==> config.mk <==
export PLATFORM = sky130hd
export DESIGN_NAME = sysctrl_irq
export DESIGN_NICKNAME = d
export VERILOG_FILES = /design/src/rtl/sysctrl_irq.sv
export SDC_FILE = /design/constraint.sdc
export NUM_CORES = 1
export LEC_CHECK = 0
export BUFFER_PORTS_ARGS = -buffer_cell sky130_fd_sc_hd__buf_2
export CORE_AREA = 2 2 84 46
export DETAILED_ROUTE_END_ITERATION = 10
export DIE_AREA = 0 0 86 48
export GPL_TIMING_DRIVEN = 0
export PLACE_DENSITY = 0.69
export SYNTH_ARGS = -nofsm -noshare
export SYNTH_HDL_FRONTEND = slang
export SYNTH_SLANG_ARGS = --single-unit
export TNS_END_PERCENT = 30
==> constraint.sdc <==
create_clock -name clk -period 1.3 [get_ports clk]
set_input_delay 0.26 -clock clk [delete_from_list [all_inputs] [get_ports clk]]
set_output_delay 0.26 -clock clk [all_outputs]
set_load 0.01 [all_outputs]
==> src/rtl/sysctrl_irq.sv <==
// Interrupt controller for the MCU system-control channel: latches source events
// into pending bits, masks them onto int_in and suppresses int_in after each ack.
module sysctrl_irq #(
    parameter int unsigned N          = 8,
    parameter logic [7:0]  LEVEL_MASK = 8'h00,
    parameter int unsigned HOLDOFF    = 16
) (
    input  logic         clk,
    input  logic         reset,
    input  logic [N-1:0] src_irq,
    input  logic         mask_wr,
    input  logic [N-1:0] mask_data,
    input  logic [7:0]   int_ack,
    output logic [7:0]   int_in,
    output logic [N-1:0] irq_pending,
    output logic [N-1:0] irq_ovf,
    output logic         holdoff_active
);

    localparam int unsigned    CNT_W   = (HOLDOFF > 0) ? $clog2(HOLDOFF + 1) : 1;
    localparam logic [N-1:0]   LVL     = LEVEL_MASK[N-1:0];
    localparam logic [CNT_W-1:0] HOLD_LD = CNT_W'(HOLDOFF);

    logic [N-1:0]     src_prev_q, src_prev_d;
    logic [N-1:0]     pending_q, pending_d;
    logic [N-1:0]     ovf_q, ovf_d;
    logic [N-1:0]     mask_q, mask_d;
    logic [CNT_W-1:0] cnt_q, cnt_d;

    logic [N-1:0]     ack_n;
    logic [N-1:0]     rise;
    logic [N-1:0]     set;
    logic [N-1:0]     visible;

    // Next-state logic for event capture, overflow, mask and hold-off counter
    always_comb begin
        ack_n      = int_ack[N-1:0];
        rise       = src_irq & ~src_prev_q;
        set        = (LVL & src_irq) | (~LVL & rise);
        src_prev_d = src_irq;
        // Set wins over a coincident ack; ack wins over a coincident overflow
        pending_d  = set | (pending_q & ~ack_n);
        ovf_d      = (ovf_q & ~ack_n) | (rise & pending_q & ~ack_n & ~LVL);
        mask_d     = mask_wr ? mask_data : mask_q;
        cnt_d      = cnt_q;
        if (int_ack != 8'h00) begin
            cnt_d = HOLD_LD;
        end else if (cnt_q != '0) begin
            cnt_d = cnt_q - CNT_W'(1);
        end
    end

    always_ff @(posedge clk) begin
        if (reset) begin
            src_prev_q <= '0;
            pending_q  <= '0;
            ovf_q      <= '0;
            mask_q     <= '1;
            cnt_q      <= '0;
        end else begin
            src_prev_q <= src_prev_d;
            pending_q  <= pending_d;
            ovf_q      <= ovf_d;
            mask_q     <= mask_d;
            cnt_q      <= cnt_d;
        end
    end

    // Outputs depend on registers only
    always_comb begin
        visible        = pending_q & mask_q;
        holdoff_active = (cnt_q != '0);
        int_in         = holdoff_active ? 8'h00 : 8'(visible);
        irq_pending    = pending_q;
        irq_ovf        = ovf_q;
    end

endmodule

* After elaboration in Yosys (flattened, before gate mapping) *
Index checks and enable logic that the tools add are counted.

operators by class
  divide/modulo/power cells = 0
  eq/ne operators = 0
  shift operators = 0
  $lt $le $gt $ge = 0
  $add $sub $neg = 1
  multiplexer cells = 3
  reductions and logical operators = 4
  bitwise logic cells = 10
  $mul = 0

operators with widths
  operator             count
  $and 8x8->8          6
  $not 8->8            2
  $or 8x8->8           2
  $mux 5               2
  $mux 8               1
  $reduce_bool 8->1    1
  $reduce_bool 5->1    1
  $sub 5x1->5 const B  1
  $reduce_bool 2->1    1
  $reduce_or 2->1      1

storage, ports and cells
  bits in read-only memories = 0
  RAM bits = 0
  logic and storage cells = 24
  memories = 0
  output and inout bits = 25
  register bits after elaboration = 37
  latch bits = 0
  input bits = 27

* Logic depth before layout (Yosys ltp) *
Gate-level depths: netlist of run 1.

  depth after elaboration = 5
  gate-level depth with buffers = 6
  depth with buffers taken out = 6

* Least setup slack after synthesis of run 1 *
Ideal clock, no wire load.

  path type = register -> output
  start point = register cnt_q[0]
  end point = output int_in[0]
  path slack = -0.138 ns
  stages on the path, launching flop included = 6
  data arrival time = 1.178 ns
  path buffers = 1
  required time = 1.040 ns
  cells stage by stage = dfxtp_1 inv_1 ha_1 nor4b_4 buf_4 and3_1

between the ends
  cells in the longest elaborated chain, start to end = 2

ends and longest elaborated chain
  element                   RTL line  RTL
  start: declaration        28        logic [CNT_W-1:0] cnt_q, cnt_d;
  start signal: assignment  65        cnt_q <= cnt_d;
  $reduce_bool 5->1         72        holdoff_active = (cnt_q != '0);
  $mux 8                    73        int_in = holdoff_active ? 8'h00 : 8'(visible);
  end: declaration          14        output logic [7:0] int_in,

No other way between the ends.

* Worst setup path after layout of run 1 *
  start point = register cnt_q[0]
  end point = output int_in[2]

Same word-level chain as after synthesis.

==> impl_metrics.toml, run 1 <==
[run_status]
status = "finished, violations left"
violations = "negative setup slack"

[global_route]
grt_util_all_layers_pct = 18.6
grt_remaining_overflow = 0
grt_max_degree = 11
grt_pass1_vias = 1184
grt_first_pass_wirelength_mm = 5.55
antenna_found_initial = 0

[synth]
synthTopCellsByArea = "dfxtp_1, nor2b_1, a211o_1, a31oi_1, nor3_1"
synthMuxAreaShare_pct = 0
synth_top_family_by_area = "simple AND/OR/NAND/NOR gates"
yosysMostFrequentCell = "dfxtp_1"
syn_area_um2 = 1410
netlist-cell-type-count = 23
syn_inst = 143
synth-adder-area-share_pct = 0.887
synth-simple-area-share_pct = 27.2
yosysSeqAreaShare_pct = 52.5
synth_common_cells = "dfxtp_1, nor2b_1, inv_1, nor3_1, a31oi_1"
synth_edf_count = 0
synth_flop_cell = "dfxtp_1"
synth.avg_cell_area_um2 = 9.86
yosysWarningCount = 0
synth_compound_area_share_pct = 13.2
synth_xor_area_share_pct = 1.24
synth_top_area_cell = "dfxtp_1"
synthArstFlopShare_pct = 0
synth_top_area_share_pct = 52.5
mappedNetlistNets = 171
synth-seq-cells = 37

[power]
vdd_drop_max_uv = 480
power_mw = 2.26
cellPowerDensity_nw_per_um2 = 1140
p_leak_nw = 0.893

[floorplan]
std_cell_rows = 15
start_util_pct = 42.4
die_area_um2 = 4130
fp.coreArea_um2 = 3320
fp.dieH_um = 48
ioPinCount = 52
die_w_um = 86

[setup_path]
rr_worst_depth = 7
path_cells = "inv_2 -> ha_4 -> nor4b_4 -> buf_6 -> and3_4 -> buf_6"
cpMostUsedCell = "buf_6"
ff2ff_setup_slack_ps = -50
cp_num_buf_inv = 3
endpoint_kind = "primary output"
critPathMaxStageDelay_ps = 330
cp-start-kind = "register"
startpoint = "cnt_q[0]$_SDFFE_PP0N_"
rr_endpoint = "cnt_q[2]$_SDFFE_PP0N_"
worstReg2RegStart = "cnt_q[0]$_SDFFE_PP0N_"
crit_arrival_ps = 1510
criticalPathCategory = "reg2out"
cp_top_family = "simple AND/OR/NAND/NOR gates"
slowest_stage = "dfxtp_2"
crit_required_ps = 1040
critPathMaxFanout = 5

[layout]
fillCellCount = 293
design_area_um2 = 1980
syn2layout_area_growth_pct = 40.5
final_nets = 237
final_util_pct = 59.6
finalNonFillerCells = 252
antenna_cells = 0
drive_gt1_share_pct = 41.9

[clock_network]
cts_tree = "built"
cts_made_buffers = 5
cts-htree-levels = 2
insertion_delay_ps = 280
cts_hold_buf = 0
cts.clk_slew.worst_paths_ps = 70
cts_buffer_depth = 2
root_buffer = "clkbuf_8"
clock_sink_count = 37

[detailed_routing]
antenna_left = 0
wirelength_mm = 3.65
vias = 1270
drc = 0
drt_pass1_iterations = 4
drtIter0Drc = 56
viasPerCell = 5.04
routedWlPerCell_um = 14.5

[placement]
gp_congestion = 0.811
dp_cells = 236
dp_slack_ps = -278
numPortBuffers = 51
dp_hpwl_mm = 2.69
placed_area_um2 = 1770

[timing]
hold_viol_final = 0
setup_viol = 11
slew_headroom_pct = 60.0
tightestPinTransition_ps = 600
fin_crit_sh_pct = 136
report.final.slew_viol_count = 0
rsz0062_at_grt = "yes"
worst_slack_ps = -474
min_period_ps = 1770
fin_skew_ps = 2.51
finalSetupTns_ps = -4180
max_freq_ghz = 0.564
hold_slack_ps = 189

[min_path]
hold-path-endpoint = "mask_q[6]$_SDFFE_PP1P_"
holdPathStages = 2
hold_class = "in2reg"
min-delay-start = "mask_data[6]"

[flow_run]
drv_cap = 0
registers in the layout, summed over array words and instances (netlist names):
name / flops
cnt_q: 5
irq_ovf: 8
irq_pending: 8
mask_q: 8
src_prev_q: 8
worst register-to-register path: stages, from the launching register on:
cell,delay (ps)
dfxtp_2,330
inv_2,70
ha_4,130
nor4b_4,270
buf_4,190
buf_4,120
buf_4,110
nor3_2,30
where the power goes:
group / switching (mW) / internal, mW
logic: 0.147 / 0.148
clock network: 0.368 / 0.381
registers: 0.0316 / 1.19
routing by layer:
metal | routed length (um) | GRT usage (%)
met1 | 1670 | 23.3
met3 | 266 | 6.03
met2 | 1700 | 31.0
met5 | 0 | 0
met4 | 23 | 6.98
cell type report:
cell class | count | area [um^2] | area share (%)
Sequential cell | 37 | 743 | 37.5
Timing Repair Buffer | 59 | 372 | 18.8
Buffer | 5 | 27.5 | 1.39
Multi-Input combinational cell | 89 | 661 | 33.4
Clock buffer | 8 | 80.1 | 4.04
Tap cell | 42 | 52.6 | 2.65
Inverter | 12 | 45.0 | 2.27
placed cells by master (no fill, tap or decap), types with 2 or more instances in the layout:
| cell type | count |
|---|---|
| nor3_1 | 10 |
| a31oi_1 | 9 |
| buf_4 | 8 |
| dfxtp_2 | 2 |
| inv_2 | 3 |
| nor2_1 | 2 |
| nand2b_1 | 8 |
| clkbuf_8 | 5 |
| a21oi_1 | 8 |
| nor4_4 | 2 |
| and3_4 | 8 |
| buf_2 | 43 |
| inv_1 | 9 |
| nor3_2 | 2 |
| nand2_1 | 8 |
| buf_6 | 10 |
| dfxtp_1 | 35 |
| clkbuf_1 | 6 |
| a211o_1 | 8 |
| nor2b_1 | 16 |
| xnor2_1 | 2 |
kinds of logic (layout without fill, tap and decap cells):
family | after synthesis | in the layout
flops | 37 | 37
fa+ha+maj | 1 | 1
compound gates | 27 | 27
buf+inv | 17 | 84
simple gates | 59 | 59
xor+xnor | 2 | 2
worst max path at each step:
| stage | to | slack [ps] | cells past startpoint |
|---|---|---|---|
| after CTS | int_in[2] | -470 | 6 |
| after global placement | int_in[6] | -260 | 6 |
| after floorplan | int_in[0] | -70 | 5 |
| after detailed placement | int_in[2] | -280 | 6 |
| after global routing | int_in[6] | -550 | 6 |
| final | int_in[2] | -470 | 6 |
repair_timing:
| action | 4_1_cts | 5_1_grt |
|---|---|---|
| pin swaps | 2 | 3 |
| buffers inserted | 6 | 1 |
| cloned | 1 | 0 |
| gates resized for setup | 11 | 3 |
| endpoints found under the setup margin | 9 | 13 |
| hold endpoints to repair | 0 | 0 |
No activity file was read; power rests on OpenSTA's default activity.
==> run 2, diff against run 1 <==
CELL_PAD_IN_SITES_DETAIL_PLACEMENT = 1   (was unset)
CELL_PAD_IN_SITES_GLOBAL_PLACEMENT = 1   (was unset)
CORE_AREA = 2 2 97 52   (was 2 2 84 46)
DIE_AREA = 0 0 99 54   (was 0 0 86 48)
PLACE_DENSITY = 0.7   (was 0.69)
==> run 2 against run 1 <==
Compared with the run above:
- the flow still finishes with violations (negative setup slack)
- count of clock-buffer cells in the layout down 1
- first-iteration DRC count decreased by 52%
- via count decreased by 2.3%
- worst setup slack got worse by 68 ps
- final cell count is 6.3% higher
- sequential share of layout area is 0.92 points lower
- critical path type unchanged
- critical endpoint is now int_in[6]
- largest cell class unchanged
==> impl_metrics.toml, run 2 (same netlist as run 1, synthesis figures left out) <==
[floorplan]
ioPinCount = 52
start_util_pct = 30.5
die_w_um = 99
fp.coreArea_um2 = 4620
fp.dieH_um = 54
std_cell_rows = 18
die_area_um2 = 5350

[setup_path]
ff2ff_setup_slack_ps = -100
path_cells = "inv_2 -> ha_4 -> nor4b_4 -> buf_4 -> and3_4 -> buf_6"
endpoint_kind = "primary output"
worstReg2RegStart = "cnt_q[0]$_SDFFE_PP0N_"
slowest_stage = "dfxtp_2"
crit_required_ps = 1040
cp_top_family = "simple AND/OR/NAND/NOR gates"
critPathMaxStageDelay_ps = 330
rr_worst_depth = 8
crit_arrival_ps = 1580
criticalPathCategory = "reg2out"
cp-start-kind = "register"
rr_endpoint = "cnt_q[1]$_SDFFE_PP0N_"
critPathMaxFanout = 4
cp_num_buf_inv = 3

[flow_run]
drv_cap = 0

[global_route]
grt_util_all_layers_pct = 16.3
antenna_found_initial = 0
grt_pass1_vias = 1274
grt_remaining_overflow = 0
grt_first_pass_wirelength_mm = 6.35
grt_max_degree = 12

[power]
intPower_mw = 1.96
swShare_pct = 23.2
pwr-share-seq_pct = 47.7
p_leak_nw = 0.905
vdd_drop_max_uv = 483
combPwrFrac_pct = 11.7
cellPowerDensity_nw_per_um2 = 1260
clkPwrFrac_pct = 40.5
power_switching_mw = 0.595

[min_path]
hold-path-endpoint = "mask_q[5]$_SDFFE_PP1P_"
hold_class = "in2reg"
min-delay-start = "mask_data[5]"
holdPathStages = 2

[timing]
report.final.slew_viol_count = 0
hold_viol_final = 0
fin_crit_sh_pct = 142
slew_headroom_pct = 59.0
setup_viol = 11
worst_slack_ps = -542
fin_skew_ps = 5.53
rsz0062_at_grt = "yes"
tightestPinTransition_ps = 615
min_period_ps = 1840
max_freq_ghz = 0.543

[layout]
finalNonFillerCells = 268
final_util_pct = 44.0
antenna_cells = 0
syn2layout_area_growth_pct = 44.0
final_common_cell = "buf_2"
mostFrequentLayoutCells = "buf_2, dfxtp_1, nor2b_1"
design_area_um2 = 2030
drive_gt1_share_pct = 41.8
final_nets = 235

[detailed_routing]
drtIter0Drc = 27
viasPerCell = 4.63
wirelength_mm = 4.00
drc = 0
drt_pass1_iterations = 4
vias = 1241
antenna_left = 0
routedWlPerCell_um = 14.9

[clock_network]
clock_sink_count = 37
cts_buffer_depth = 2
insertion_delay_ps = 290
cts_tree = "built"
cts-htree-levels = 2
cts.clk_slew.worst_paths_ps = 80
cts_made_buffers = 5
cts_hold_buf = 0
root_buffer = "clkbuf_8"

[run_status]
violations = "negative setup slack"
status = "finished, violations left"

[placement]
placed_area_um2 = 1790
dp_cells = 254
dp_slack_ps = -341
numPortBuffers = 51
gp_congestion = 0.740
dp_hpwl_mm = 2.97
run 2: what timing repair did:
action	in CTS	in global routing
setup buffers	4	1
gates cloned	1	0
gates resized for setup	10	6
endpoints found under the setup margin	10	12
pin swaps	1	3
run 2: worst max path at each step:
| stage | startpoint | endpoint | slack (ps) | cells past startpoint |
|---|---|---|---|---|
| final | cnt_q[0]$_SDFFE_PP0N_ | int_in[6] | -540 | 6 |
| after global routing | cnt_q[0]$_SDFFE_PP0N_ | int_in[6] | -640 | 6 |
| after CTS | cnt_q[0]$_SDFFE_PP0N_ | int_in[1] | -560 | 6 |
| after detailed placement | cnt_q[0]$_SDFFE_PP0N_ | int_in[2] | -340 | 6 |
| after global placement | cnt_q[0]$_SDFFE_PP0N_ | int_in[5] | -300 | 6 |
| after floorplan | cnt_q[1]$_SDFFE_PP0N_ | int_in[0] | -70 | 5 |
run 2: stage by stage:
stage | hold slack [ps] | total power, mW | setup TNS [ps]
after floorplan | 332 | 1.38 | -466
after global placement | 475 | 1.51 | -2160
after detailed placement | 472 | 1.51 | -2500
after CTS | 163 | 2.58 | -4990
after global routing | 160 | 2.68 | -5990
final | 171 | 2.56 | -4900
run 2: power by group through the flow:
stage                     Combinational (mW)  Clock, mW  Sequential [mW]
after floorplan                        0.129          0             1.25
after global placement                 0.263          0             1.24
after detailed placement               0.268          0             1.25
after CTS                              0.294       1.07             1.22
after global routing                   0.332       1.12             1.23
final                                  0.300       1.04             1.22
run 2: layout make-up:
class                           instances  area [um^2]
Fill cell                             533         2590
Clock buffer                            7         86.3
Inverter                               12         47.5
Timing Repair Buffer                   57          360
Clock inverter                          1         30.0
Sequential cell                        37          743
Tap cell                               60         75.1
Buffer                                  5         27.5
Multi-Input combinational cell         89          661
run 2: per-layer routing:
layer / up-vias / share of wire (%) / global-route usage [%] / wire length, um
li1: 617 / - / - / -
met1: 589 / 52 / 21.3 / 2070
met2: 31 / 42 / 25.8 / 1700
met3: 4 / 4.9 / 5.97 / 197
met4: 0 / 1.1 / 4.79 / 43
met5: - / 0 / 0 / 0
